<file path="src/rtl/ls_pkg.sv">
// Shared types and width helpers for the least-squares moment accumulator.
package ls_pkg;

    localparam int unsigned PIPE_LAT = 3;

    typedef enum logic [1:0] {
        S_IDLE,
        S_ACCUM,
        S_DRAIN,
        S_DONE
    } ls_state_t;

    // Bits needed to hold values 0..n.
    function automatic int unsigned cnt_width(input int unsigned n);
        return (n == 0) ? 1 : $clog2(n + 1);
    endfunction

    // Widest operand plus one carry bit, used for overflow-detecting lane sums.
    function automatic int unsigned sum_width(input int unsigned a, input int unsigned b,
                                              input int unsigned acc);
        int unsigned m;
        m = (a > b) ? a : b;
        m = (m > acc) ? m : acc;
        return m + 1;
    endfunction

endpackage

</file>
<file path="src/rtl/ls_power_stage.sv">
// Registered power stage: xi^0..xi^(2*DEG) and xi^k*yi for k=0..DEG, full width.
module ls_power_stage
    import ls_pkg::*;
#(
    parameter int unsigned XW  = 8,
    parameter int unsigned YW  = 8,
    parameter int unsigned DEG = 2,
    parameter int unsigned PW  = 2 * DEG * XW,
    parameter int unsigned XYW = DEG * XW + YW
) (
    input  logic                       clk,
    input  logic                       rst,
    input  logic                       flush,
    input  logic                       in_v,
    input  logic [XW-1:0]              x,
    input  logic [YW-1:0]              y,
    output logic                       out_v,
    output logic [(2*DEG+1)*PW-1:0]    pow,
    output logic [(DEG+1)*XYW-1:0]     xy
);

    logic [PW-1:0]               p;
    logic [(2*DEG+1)*PW-1:0]     pow_c;
    logic [(DEG+1)*XYW-1:0]      xy_c;

    // Running product chain; x^k always fits in PW bits for k <= 2*DEG.
    always_comb begin
        p     = PW'(1);
        pow_c = '0;
        xy_c  = '0;
        for (int k = 0; k < int'(2 * DEG + 1); k++) begin
            pow_c[k*PW +: PW] = p;
            if (k <= int'(DEG)) begin
                xy_c[k*XYW +: XYW] = XYW'(p) * XYW'(y);
            end
            p = p * PW'(x);
        end
    end

    always_ff @(posedge clk or posedge rst) begin
        if (rst) begin
            out_v <= 1'b0;
            pow   <= '0;
            xy    <= '0;
        end else begin
            out_v <= in_v & ~flush;
            pow   <= pow_c;
            xy    <= xy_c;
        end
    end

endmodule

</file>
<file path="src/rtl/ls_moment_accum.sv">
// Streaming accumulator of polynomial least-squares moments sum(x^k) and sum(x^k*y).
// LS_MOMENT_SAT_EN selects saturating lanes with sticky ovf; otherwise lanes wrap.
module ls_moment_accum
    import ls_pkg::*;
#(
    parameter int unsigned XW    = 8,
    parameter int unsigned YW    = 8,
    parameter int unsigned DEG   = 2,
    parameter int unsigned NS    = 256,
    parameter int unsigned ACC_W = 48
) (
    input  logic                          clk,
    input  logic                          rst,
    input  logic                          start,
    input  logic                          abort,
    input  logic                          in_valid,
    output logic                          in_ready,
    input  logic                          in_last,
    input  logic [XW-1:0]                 xi,
    input  logic [YW-1:0]                 yi,
    output logic [(2*DEG+1)*ACC_W-1:0]    sxx,
    output logic [(DEG+1)*ACC_W-1:0]      sxy,
    output logic [cnt_width(NS)-1:0]      count,
    output logic                          done,
    output logic                          trunc,
    output logic                          ovf
);

    localparam int unsigned NX  = 2 * DEG + 1;
    localparam int unsigned NY  = DEG + 1;
    localparam int unsigned PW  = 2 * DEG * XW;
    localparam int unsigned XYW = DEG * XW + YW;
    localparam int unsigned CW  = cnt_width(NS);
    localparam int unsigned DW  = cnt_width(PIPE_LAT - 1);

    ls_state_t          state;
    logic [DW-1:0]      drain_cnt;
    logic               accept_c;
    logic               frame_clr_c;

    logic               v_q;
    logic [XW-1:0]      x_q;
    logic [YW-1:0]      y_q;

    logic               p_v;
    logic [NX*PW-1:0]   pow_q;
    logic [NY*XYW-1:0]  xy_q;

    logic [NX*ACC_W-1:0] sxx_nxt;
    logic [NY*ACC_W-1:0] sxy_nxt;

    assign accept_c    = in_valid & in_ready & (state == S_ACCUM);
    assign frame_clr_c = abort | (start & (state == S_IDLE));

    // Frame control: beat counting, drain timing and the done pulse.
    always_ff @(posedge clk or posedge rst) begin
        if (rst) begin
            state     <= S_IDLE;
            in_ready  <= 1'b0;
            done      <= 1'b0;
            count     <= '0;
            trunc     <= 1'b0;
            drain_cnt <= '0;
        end else begin
            done <= 1'b0;
            if (abort) begin
                state     <= S_IDLE;
                in_ready  <= 1'b0;
                count     <= '0;
                trunc     <= 1'b0;
                drain_cnt <= '0;
            end else begin
                case (state)
                    S_IDLE: begin
                        if (start) begin
                            state    <= S_ACCUM;
                            in_ready <= 1'b1;
                            count    <= '0;
                            trunc    <= 1'b0;
                        end
                    end
                    S_ACCUM: begin
                        if (accept_c) begin
                            count <= count + CW'(1);
                            if (in_last || (count == CW'(NS - 1))) begin
                                state     <= S_DRAIN;
                                in_ready  <= 1'b0;
                                drain_cnt <= '0;
                                trunc     <= ~in_last;
                            end
                        end
                    end
                    S_DRAIN: begin
                        if (drain_cnt == DW'(PIPE_LAT - 1)) begin
                            state <= S_DONE;
                            done  <= 1'b1;
                        end else begin
                            drain_cnt <= drain_cnt + DW'(1);
                        end
                    end
                    S_DONE: begin
                        state <= S_IDLE;
                    end
                    default: begin
                        state    <= S_IDLE;
                        in_ready <= 1'b0;
                    end
                endcase
            end
        end
    end

    // Pipeline stage 1: input register.
    always_ff @(posedge clk or posedge rst) begin
        if (rst) begin
            v_q <= 1'b0;
            x_q <= '0;
            y_q <= '0;
        end else begin
            v_q <= accept_c & ~abort;
            if (accept_c) begin
                x_q <= xi;
                y_q <= yi;
            end
        end
    end

    ls_power_stage #(
        .XW  (XW),
        .YW  (YW),
        .DEG (DEG),
        .PW  (PW),
        .XYW (XYW)
    ) u_power (
        .clk   (clk),
        .rst   (rst),
        .flush (abort),
        .in_v  (v_q),
        .x     (x_q),
        .y     (y_q),
        .out_v (p_v),
        .pow   (pow_q),
        .xy    (xy_q)
    );

`ifdef LS_MOMENT_SAT_EN
    localparam int unsigned SW = sum_width(PW, XYW, ACC_W);
    logic [SW-1:0] sum_c;
    logic          lane_ovf_c;

    // Any carry or product bit above ACC_W pins the lane at all-ones.
    always_comb begin
        sxx_nxt    = sxx;
        sxy_nxt    = sxy;
        lane_ovf_c = 1'b0;
        sum_c      = '0;
        for (int k = 0; k < int'(NX); k++) begin
            sum_c = SW'(sxx[k*ACC_W +: ACC_W]) + SW'(pow_q[k*PW +: PW]);
            if (sum_c[SW-1:ACC_W] != '0) begin
                sxx_nxt[k*ACC_W +: ACC_W] = '1;
                lane_ovf_c                = 1'b1;
            end else begin
                sxx_nxt[k*ACC_W +: ACC_W] = sum_c[ACC_W-1:0];
            end
        end
        for (int k = 0; k < int'(NY); k++) begin
            sum_c = SW'(sxy[k*ACC_W +: ACC_W]) + SW'(xy_q[k*XYW +: XYW]);
            if (sum_c[SW-1:ACC_W] != '0) begin
                sxy_nxt[k*ACC_W +: ACC_W] = '1;
                lane_ovf_c                = 1'b1;
            end else begin
                sxy_nxt[k*ACC_W +: ACC_W] = sum_c[ACC_W-1:0];
            end
        end
    end

    always_ff @(posedge clk or posedge rst) begin
        if (rst) begin
            ovf <= 1'b0;
        end else if (frame_clr_c) begin
            ovf <= 1'b0;
        end else if (p_v && lane_ovf_c) begin
            ovf <= 1'b1;
        end
    end
`else
    // Modulo-2^ACC_W lanes; product bits above ACC_W are dropped.
    always_comb begin
        sxx_nxt = sxx;
        sxy_nxt = sxy;
        for (int k = 0; k < int'(NX); k++) begin
            sxx_nxt[k*ACC_W +: ACC_W] = sxx[k*ACC_W +: ACC_W] + ACC_W'(pow_q[k*PW +: PW]);
        end
        for (int k = 0; k < int'(NY); k++) begin
            sxy_nxt[k*ACC_W +: ACC_W] = sxy[k*ACC_W +: ACC_W] + ACC_W'(xy_q[k*XYW +: XYW]);
        end
    end

    assign ovf = 1'b0;
`endif

    // Pipeline stage 3: accumulate; a frame open or abort wipes the lanes.
    always_ff @(posedge clk or posedge rst) begin
        if (rst) begin
            sxx <= '0;
            sxy <= '0;
        end else if (frame_clr_c) begin
            sxx <= '0;
            sxy <= '0;
        end else if (p_v) begin
            sxx <= sxx_nxt;
            sxy <= sxy_nxt;
        end
    end

endmodule
</file>
<file path="config.mk">
export PLATFORM = sky130hd
export DESIGN_NAME = ls_moment_accum
export DESIGN_NICKNAME = d
export VERILOG_FILES = /design/src/rtl/ls_pkg.sv /design/src/rtl/ls_power_stage.sv /design/src/rtl/ls_moment_accum.sv
export SDC_FILE = /design/constraint.sdc
export NUM_CORES = 2
export LEC_CHECK = 0
export BUFFER_PORTS_ARGS = -buffer_cell sky130_fd_sc_hd__buf_2
export CORE_MARGIN = 1
export CORE_UTILIZATION = 25
export DETAILED_ROUTE_END_ITERATION = 7
export GPL_TIMING_DRIVEN = 0
export PLACE_DENSITY = 0.44
export REMOVE_ABC_BUFFERS = 1
export SYNTH_ARGS = -nofsm -noshare
export SYNTH_HDL_FRONTEND = slang
export SYNTH_SLANG_ARGS = --single-unit
export TNS_END_PERCENT = 10
</file>
<file path="constraint.sdc">
create_clock -name clk -period 15.63 [get_ports clk]
set_input_delay 1.563 -clock clk [delete_from_list [all_inputs] [get_ports clk]]
set_output_delay 1.563 -clock clk [all_outputs]
set_load 0.02 [all_outputs]
</file>
==> parameters.txt <==
Parameter                              Value

Finish
  Fraction of final layout cells with drive strength greater than 1 ... roughly an eighth
  Register cell area after layout ... around 14,000 sq um
  Most frequent standard cell in the layout excluding fill and tap cells ... sky130_fd_sc_hd__dfrtp_1
  Area growth from synthesis to final layout ... 16.9%
  Number of standard cells in the layout, taps in and fillers out ... between 7,000 and 8,000
  Most frequent cells in the layout ... sky130_fd_sc_hd__dfrtp_1, sky130_fd_sc_hd__inv_1, sky130_fd_sc_hd__nor2_1
  Total number of nets in the final design ... around 6,000
  Final design area excluding fillers ... roughly 53,000 sq um
  Filler Cells Inserted ... ~19,000
  Multi-input gate area ... slightly below 30,000 sq um

Place
  Final estimated routing congestion in global placement ... just over 0.8
  Total placed instance area ... 50,700 sq um
  Placed wire-length estimate ... 103,000 um
  Placed Cells incl. Taps ... between 7,000 and 8,000
  Pre-CTS WS ... approximately 930 ps
  Port Buffers ... approximately 420

Clock network
  Clock Root Buffer ... sky130_fd_sc_hd__clkbuf_16
  TritonCTS buffer count ... 73
  Post-CTS setup repair buffer count ... 0
  Max clock buf depth ... 3
  Clock-pin slew on the worst setup and hold paths ... around 50 ps
  Clock insertion delay at the later pin of the skew report ... ~700 ps
  Number of cells upsized or downsized after cts ... 0
  H-tree depth ... 3
  Number of sinks on the clock net ... ~540
  CTS tree ... done
  Hold-fix buffer count after cts ... 0

Worst hold path
  Worst hold path class ... reg2reg

Critical path
  Critical path data arrival time ... 15,050 ps
  Critical setup path kind ... reg2reg
  Most common cell on crit path ... sky130_fd_sc_hd__fa_1
  Critical Path RT ... approximately 16,000 ps
  CP Launch Type ... flip-flop
  Number of buffer and inverter stages on the critical path ... 8
  Critical Path Max Stage Delay ... around 830 ps
  Critical Path Fanout Max ... 29
  Slowest-stage cell, CP ... sky130_fd_sc_hd__dfrtp_2
  Category of the worst setup path capture point ... flip-flop
  Kind of cell adding the most delay to the critical path ... adder cells

Die
  Row count ... between 150 and 200
  Height of the die ... between 400 and 500 um
  Number of placed I/O pins ... around 420
  Core region area ... around 180,000 sq um
  Initial Util ... about 25%
  Die width ... 428 um
  Die area ... between 150,000 and 200,000 sq um

Synth
  Number of standard cells after synthesis ... about 4,900
  Register bit count reported by yosys ... approximately 540
  Netlist area before placement ... around 45,000 sq um
  Yosys warning count ... 0
  Count of different cell masters after synthesis ... 96
  Most common flop cell mapped by yosys ... sky130_fd_sc_hd__dfrtp_1
  Avg Cell Area, Syn ... slightly above 9 sq um
  Fraction of synthesis flops using an asynchronous set or reset pin ... between 90% and 100%
  Post-synth EDFFs ... 0
  Sequential-to-total area share from yosys stat ... between 20% and 30%

Timing
  Setup violation total in the final timing report ... 0
  Largest clock skew in the final design ... between 20 and 30 ps
  Period utilisation layout ... ~90%
  Worst-case hold slack ... around 460 ps
  Tightest Pin Transition ... ~1300 ps
  Max-Slew Margin vs Limit ... ~10%
  Unrepaired setup endpoints after global routing ... false
  Final Slew Violations ... 0
  Setup slack of the critical path after layout ... roughly 1100 ps
  Minimum clock period ... approximately 14,000 ps
  Number of hold violations in the final report ... 0
  Maximum achievable frequency ... 69.0 MHz

Run status
  Status ... finished clean

GRT
  GRT overflow ... 0
  Initial antenna violation count ... 10
  Vias in the first global route ... ~36,000
  Overall global routing resource usage ... roughly 15%
  Wire length of the first global-routing pass ... between 200,000 and 250,000 um
  Pin count of the biggest net entering global routing ... 108

Flow run
  Max Cap Viol ... 0

Routing
  Detailed-router iteration count before antenna repair ... 5
  Metal-1 WL ... roughly 62,000 um
  Residual DRC ... 0
  Routed wire length per instance ... roughly 18 um
  Detailed-routed wire length on met3 ... 4680 um
  Via density per instance ... 4.62
  Detail Route Antenna Nets ... 0
  Total Routed Length ... about 140,000 um
  Wire length on met2 ... 66,400 um
  Count of vias placed by the detailed router ... 35,300
  Initial detailed-routing violation count ... 1,829
  Max layer used ... met5
[state kept, by name, indices dropped and copies added (netlist names)]
name           count
count              9
done               1
drain_cnt          2
in_ready           1
state              2
sxx              240
sxy              144
trunc              1
u_power.out_v      1
u_power.pow       78
u_power.xy        47
v_q                1
x_q                8
y_q                8
[worst paths after layout]
kind / start / endpoint / slack [ps] / cells after the start
max reg2reg: x_q[3]$_DFFE_PP0P_ / u_power.pow[159]$_DFF_PP0_ / 1130 / 48
max in group asynchronous: rst / x_q[1]$_DFFE_PP0P_ / 12810 / 5
min in group asynchronous: rst / sxx[121]$_DFFE_PP0P_ / 940 / 2
max: x_q[3]$_DFFE_PP0P_ / u_power.pow[159]$_DFF_PP0_ / 1130 / 48
min reg2reg: drain_cnt[0]$_DFFE_PP0P_ / drain_cnt[0]$_DFFE_PP0P_ / 460 / 1
min: drain_cnt[0]$_DFFE_PP0P_ / drain_cnt[0]$_DFFE_PP0P_ / 460 / 1
[metal layers]
layer  global-route usage [%]  vias up
met5                        0        -
met4                     4.65       18
met3                     2.03      148
met2                     25.4      515
met1                     19.4    17700
li1                         -    17000
[kinds of logic after synthesis]
logic type / Yosys count / synth area share [%]
AND/OR/NAND/NOR: 1769 / 19.5
AO/OA/AOI/OAI: 730 / 10.5
adder cells (fa/ha/maj): 700 / 25.2
buffers and inverters: 650 / 5.47
flip-flops: 543 / 29.9
XOR/XNOR: 375 / 7.23
multiplexers: 99 / 2.23
other: 2 / 0.0165
[area by class of cell]
cell class,instances,area share (%)
repair buffers,457,5.51
multi-input cells,3678,55.5
flip-flops and latches,543,25.6
clock buffers,102,3.87
well taps,2370,5.58
diodes,3,0.0141
inverters,469,3.33
clock inverters,30,0.580
[per-stage QoR]
stage	TNS (ps)	utilization, %
2_1_floorplan	-603700	-
3_3_place_gp	-6103580	27.6
3_5_place_dp	0	28.1
4_1_cts	0	29.4
5_1_grt	0	29.4
6_report	0	29.4
[cell usage after synthesis, types with 58 or more instances]
cell type / number / share of area (%)
sky130_fd_sc_hd__clkbuf_1: 151 / 1.2
sky130_fd_sc_hd__or3_1: 58 / 0.80
sky130_fd_sc_hd__dfrtp_1: 543 / 30
sky130_fd_sc_hd__and3_1: 72 / 0.99
sky130_fd_sc_hd__fa_1: 356 / 16
sky130_fd_sc_hd__nor2_1: 439 / 3.6
sky130_fd_sc_hd__a21o_1: 81 / 1.3
sky130_fd_sc_hd__and2_1: 303 / 4.2
sky130_fd_sc_hd__o21ai_0: 162 / 1.8
sky130_fd_sc_hd__mux2i_1: 82 / 1.8
sky130_fd_sc_hd__inv_1: 469 / 3.9
sky130_fd_sc_hd__xor2_1: 158 / 3.0
sky130_fd_sc_hd__nand4_1: 70 / 0.96
sky130_fd_sc_hd__ha_1: 343 / 9.5
sky130_fd_sc_hd__nand2_1: 436 / 3.6
sky130_fd_sc_hd__nand3_1: 127 / 1.4
sky130_fd_sc_hd__a21oi_1: 220 / 2.4
sky130_fd_sc_hd__xnor2_1: 217 / 4.2
sky130_fd_sc_hd__nor3_1: 75 / 0.83
Power is left out: the tool's default activity adds up to more than one toggle a clock period on the data nets, which glitch-free logic cannot reach.
